===== config.mk =====
export PLATFORM = sky130hd
export DESIGN_NAME = bpu_resolve_queue
export DESIGN_NICKNAME = d
export VERILOG_FILES = /design/src/rtl/bpu_resolve_queue.sv
export SDC_FILE = /design/constraint.sdc
export NUM_CORES = 1
export LEC_CHECK = 0
export ABC_AREA = 0
export BUFFER_PORTS_ARGS = -buffer_cell sky130_fd_sc_hd__buf_4
export CORE_MARGIN = 3
export CORE_UTILIZATION = 55
export CTS_BUF_LIST = sky130_fd_sc_hd__clkbuf_4 sky130_fd_sc_hd__clkbuf_8
export DETAILED_ROUTE_END_ITERATION = 8
export MAX_ROUTING_LAYER = met4
export PLACE_DENSITY = 0.74
export REMOVE_ABC_BUFFERS = 1
export SLEW_MARGIN = 20
export SYNTH_ARGS = -nofsm -noshare
export SYNTH_HDL_FRONTEND = slang
export SYNTH_SLANG_ARGS = --single-unit

===== constraint.sdc =====
create_clock -name clk -period 7.05 [get_ports clk]
set_input_delay 0.705 -clock clk [delete_from_list [all_inputs] [get_ports clk]]
set_output_delay 0.705 -clock clk [all_outputs]
set_load 0.05 [all_outputs]

===== src/rtl/bpu_resolve_queue.sv =====
// Branch resolve queue: holds predictions until execute resolves them; upd/redirect are registered, 1 cycle after resolve.
// pred_ready drops when full or during the post-mispredict FLUSH cycle. BPU_STATS_EN adds saturating stat counters.
module bpu_resolve_queue #(
  parameter int DEPTH  = 8,
  parameter int PTR_W  = 3,
  parameter int ADDR_W = 32
) (
  input  logic              clk,
  input  logic              rst,
  input  logic              pred_valid,
  output logic              pred_ready,
  input  logic [ADDR_W-1:0] pred_pc,
  input  logic              pred_taken,
  input  logic              pred_hit,
  input  logic [ADDR_W-1:0] pred_target,
  input  logic              res_valid,
  input  logic              res_taken,
  input  logic [ADDR_W-1:0] res_target,
  output logic              upd_valid,
  output logic              upd_taken,
  output logic              upd_btb_wr,
  output logic [23:0]       upd_tag,
  output logic [ADDR_W-1:0] upd_target,
  output logic              redirect_valid,
  output logic [ADDR_W-1:0] redirect_pc,
  output logic [PTR_W:0]    count
`ifdef BPU_STATS_EN
  ,
  output logic [31:0]       stat_resolved,
  output logic [31:0]       stat_mispred,
  output logic [15:0]       stat_full_cyc
`endif
);

  typedef struct packed {
    logic [ADDR_W-1:0] pc;
    logic              taken;
    logic              hit;
    logic [ADDR_W-1:0] target;
  } entry_t;

  typedef enum logic {RUN = 1'b0, FLUSH = 1'b1} state_t;

  localparam logic [PTR_W:0]   FULL_CNT = (PTR_W+1)'(DEPTH);
  localparam logic [PTR_W:0]   CNT_ONE  = (PTR_W+1)'(1);
  localparam logic [PTR_W-1:0] PTR_ONE  = PTR_W'(1);

  entry_t            mem_q [DEPTH];
  logic [PTR_W-1:0]  wr_ptr_q, rd_ptr_q;
  logic [PTR_W:0]    count_q, count_d;
  state_t            state_q;

  entry_t            head;
  logic [ADDR_W-1:0] head_pc4;
  logic              push, pop, btb_wr, mispred;

  assign count      = count_q;
  assign pred_ready = (count_q != FULL_CNT) && (state_q == RUN);
  assign push       = pred_valid && pred_ready;
  assign pop        = res_valid && (count_q != '0) && (state_q == RUN);

  assign head     = mem_q[rd_ptr_q];
  assign head_pc4 = head.pc + ADDR_W'(4);
  assign btb_wr   = res_taken && (!head.hit || head.target != res_target);
  assign mispred  = (res_taken != head.taken) || btb_wr ||
                    (!res_taken && head.target != head_pc4);

  always_comb begin
    count_d = count_q;
    if (push && !pop)
      count_d = count_q + CNT_ONE;
    else if (pop && !push)
      count_d = count_q - CNT_ONE;
  end

  // Storage needs no reset; a push discarded by a mispredict writes a slot that is never read.
  always_ff @(posedge clk) begin
    if (push)
      mem_q[wr_ptr_q] <= '{pc: pred_pc, taken: pred_taken, hit: pred_hit, target: pred_target};
  end

  always_ff @(posedge clk or negedge rst) begin
    if (!rst) begin
      state_q        <= RUN;
      wr_ptr_q       <= '0;
      rd_ptr_q       <= '0;
      count_q        <= '0;
      upd_valid      <= 1'b0;
      upd_taken      <= 1'b0;
      upd_btb_wr     <= 1'b0;
      upd_tag        <= '0;
      upd_target     <= '0;
      redirect_valid <= 1'b0;
      redirect_pc    <= '0;
    end else begin
      upd_valid      <= pop;
      redirect_valid <= pop && mispred;
      if (pop) begin
        upd_taken  <= res_taken;
        upd_btb_wr <= btb_wr;
        upd_tag    <= head.pc[31:8];
        upd_target <= res_target;
      end
      if (pop && mispred) begin
        redirect_pc <= res_taken ? res_target : head_pc4;
        rd_ptr_q    <= wr_ptr_q;
        count_q     <= '0;
        state_q     <= FLUSH;
      end else begin
        state_q <= RUN;
        count_q <= count_d;
        if (push) wr_ptr_q <= wr_ptr_q + PTR_ONE;
        if (pop)  rd_ptr_q <= rd_ptr_q + PTR_ONE;
      end
    end
  end

`ifdef BPU_STATS_EN
  always_ff @(posedge clk or negedge rst) begin
    if (!rst) begin
      stat_resolved <= '0;
      stat_mispred  <= '0;
      stat_full_cyc <= '0;
    end else begin
      if (pop && stat_resolved != '1)
        stat_resolved <= stat_resolved + 32'd1;
      if (pop && mispred && stat_mispred != '1)
        stat_mispred <= stat_mispred + 32'd1;
      if (count_q == FULL_CNT && pred_valid && stat_full_cyc != '1)
        stat_full_cyc <= stat_full_cyc + 16'd1;
    end
  end
`endif

endmodule


==> flow_summary.json <==
{
  "syn_avg_cell_area_um2": 18.6,
  "fin_nets": 1831,
  "drive_gt1_share_pct": 36.2,
  "p_total_mw": 15.2,
  "hpwl_um": 41900,
  "dieArea_um2": 51500,
  "finalClockSkew_ns": 0.0339,
  "fmax_mhz": 169,
  "stdcell_area_um2": 31000,
  "leakagePower_nw": 11.0,
  "first_pass_iters": 6,
  "drt-total-wl_um": 65400,
  "slew_violations": 0,
  "grt-ovfl-total": 0,
  "hold_viol": 0,
  "postSynthCellCount": 1448,
  "track_usage_pct": 26.7,
  "status": "finished, final reports clean",
  "fin_util_pct": 64.6,
  "cp_max_fo": 41,
  "start_util_pct": 55.9,
  "grt_max_degree": 73,
  "grt_antenna_before_repair": 1,
  "cts_resized": 0,
  "cp.arrival_ns": 6.46,
  "synth_most_common_cell": "edfxtp_1",
  "yosys_most_used_dff": "edfxtp_1",
  "cts_tree": "done",
  "hold_path_class": "input port to flip-flop",
  "clkTransAtPathRegs_ns": 0.06,
  "drc": 0,
  "cts_made_buffers": 99,
  "die_h_um": 227,
  "yosysTopAreaCell": "edfxtp_1",
  "clock_latency_ns": 0.70,
  "fp.coreArea_um2": 48000,
  "power_density_nw_per_um2": 489,
  "port-buffer-count": 199,
  "yosysTopAreaCellShare_pct": 59.0,
  "seq_area_frac_synth_pct": 68.5,
  "synth_edf_count": 528,
  "relSlewSlack_pct": 38.3,
  "cts.sinks": 630,
  "drt_iter0_drc": 1519,
  "rsz0062_at_grt": "no",
  "rows": 80,
  "syn_to_final_growth_pct": 15.5,
  "synth_commonest_cells": "edfxtp_1 (528), mux4_2 (114), dfrtp_1 (102), xnor2_1 (64), mux2_2 (60)",
  "placed_cell_area_um2": 29000,
  "io_pins": 200,
  "worst_setup_path_start_kind": "flip-flop",
  "synthArstFlopShare_pct": 16.2,
  "vias_per_cell": 6.08,
  "synth.area.top_cells": "edfxtp_1 (59%), mux4_2 (9.6%), dfrtp_1 (9.5%), mux2_2 (2.5%), xnor2_1 (2.1%)",
  "ant_nets": 0,
  "routed-via-count": 14700,
  "htree_num_levels": 3,
  "ys_warn_count": 0,
  "post-route-period-util_pct": 83.7,
  "gp_congestion": 0.955,
  "grt_pass1_wl_um": 96600,
  "crit_path_end_kind": "flip-flop",
  "vdd_drop_max_v": 0.000367,
  "fin_crit_ns": 5.90,
  "crit_required_ns": 7.61,
  "yosysUniqueCellTypes": 80,
  "wl_per_cell_um": 27.0,
  "synth-seq-cells": 630,
  "cts.path.max_buffers": 3,
  "tightest_slew_ns": 0.899,
  "hold_ws_ns": 0.233,
  "dpl.cell_count": 2233,
  "critPathKind": "flip-flop to flip-flop",
  "die_x_um": 227,
  "synth_area_um2": 26900,
  "drv_cap": 0,
  "stdcell_count": 2422,
  "cts_root_buf": "clkbuf_8",
  "setup_viol": 0,
  "grt_pass1_vias": 15000
}
==> cell usage in the layout (no fill, tap or decap), types with 6 or more instances in the layout <==
master,Yosys,final
mux4_2,114,114
mux2_4,20,20
mux2i_2,12,12
nand4_1,9,9
o21ai_0,30,30
nand2_1,43,43
clkinv_2,0,10
inv_1,13,13
edfxtp_1,528,528
nor3_2,4,6
nand2b_1,16,16
nor4_2,6,6
mux2i_1,55,55
and3_1,9,9
xnor2_1,64,64
mux2_2,60,60
nand3_1,7,7
clkbuf_4,0,43
mux2i_4,6,6
clkinv_1,0,18
ha_1,6,6
dfrtp_1,102,99
a21oi_1,38,38
clkbuf_8,0,106
buf_4,13,230
nor4_1,17,17
nor3_1,17,15
xor2_1,28,28
nor2_1,58,56
mux4_1,13,13
==> critical path, stage by stage (launching register included) <==
cell,delay [ns]
dfrtp_4,0.71
buf_12,0.33
nor2b_1,0.16
a22o_1,0.26
nor2_1,0.25
ha_1,0.20
inv_1,0.07
nor4_2,0.70
nand2_1,0.37
nor4_1,0.61
xnor3_1,0.32
o211ai_1,0.11
nor4_1,0.07
and4bb_1,0.36
nor2_8,0.75
mux2_2,0.41
==> sequential cells by signal (all words and copies together) (netlist names) <==
name and flops:
upd_tag 24, upd_valid 1, wr_ptr_q 3, redirect_valid 1
mem_q 528, upd_btb_wr 1, count 4, rd_ptr_q 3
upd_taken 1, upd_target 32, redirect_pc 32
==> layout make-up <==
class / count / area (µm²)
clock buffer: 149 / 1780
antenna: 1 / 2.50
tap: 615 / 769
multi-input combinational: 738 / 7930
clock inverter: 37 / 243
sequential: 630 / 18400
fill: 3255 / 17000
timing repair buffer: 236 / 1830
inverter: 16 / 60.1
==> metal layers <==
layer | routed length (µm) | vias up | part of all wire, % | track usage [%]
met3 | 5420 | 81 | 8.3 | 5.49
met2 | 31400 | 631 | 48 | 40.5
li1 | - | 6359 | - | -
met4 | 1320 | 0 | 2.0 | 7.79
met1 | 27300 | 7658 | 42 | 37.5
met5 | 0 | - | 0 | -
==> stage by stage <==
step | TNS (ns) | setup WS, ns
2_1_floorplan | -193.62 | -1.08
3_3_place_gp | 0 | 1.33
4_1_cts | 0 | 1.17
5_1_grt | 0 | 0.910
3_5_place_dp | 0 | 1.22
6_report | 0 | 1.15
==> timing repair <==
item	CTS	global route
hold buffers	1	0
buffers inserted	0	0
endpoints found under the hold margin	30	0
==> power by group <==
part | switching [mW] | internal (mW)
sequential | 0.497 | 4.74
clock | 1.39 | 1.70
combinational | 4.20 | 2.66
total | 6.08 | 9.10
==> worst paths after layout <==
path / from / end / slack, ns / cells after the start
hold / removal: pred_pc[5] / mem_q[0][39] / 0.23 / 1
min in group asynchronous: rst / redirect_pc[31] / 0.47 / 2
max in group asynchronous: rst / rd_ptr_q[0] / 5.41 / 3
hold reg to reg: upd_target[28] / upd_target[28] / 0.50 / 1
setup reg to reg: rd_ptr_q[0] / redirect_pc[6] / 1.15 / 15
setup / recovery: rd_ptr_q[0] / redirect_pc[6] / 1.15 / 15
==> cells by family (layout without fill, tap and decap cells) <==
group	Yosys count	in the layout	synth area share, %
flops	630	630	68.5
mux	284	284	17.8
simple gates	232	232	5.06
compound gates	119	119	2.79
xor+xnor	96	96	3.33
buf+inv	80	438	2.16
fa+ha+maj	7	7	0.354
other cells	0	1	0
Power figures use the tool's default switching activity.
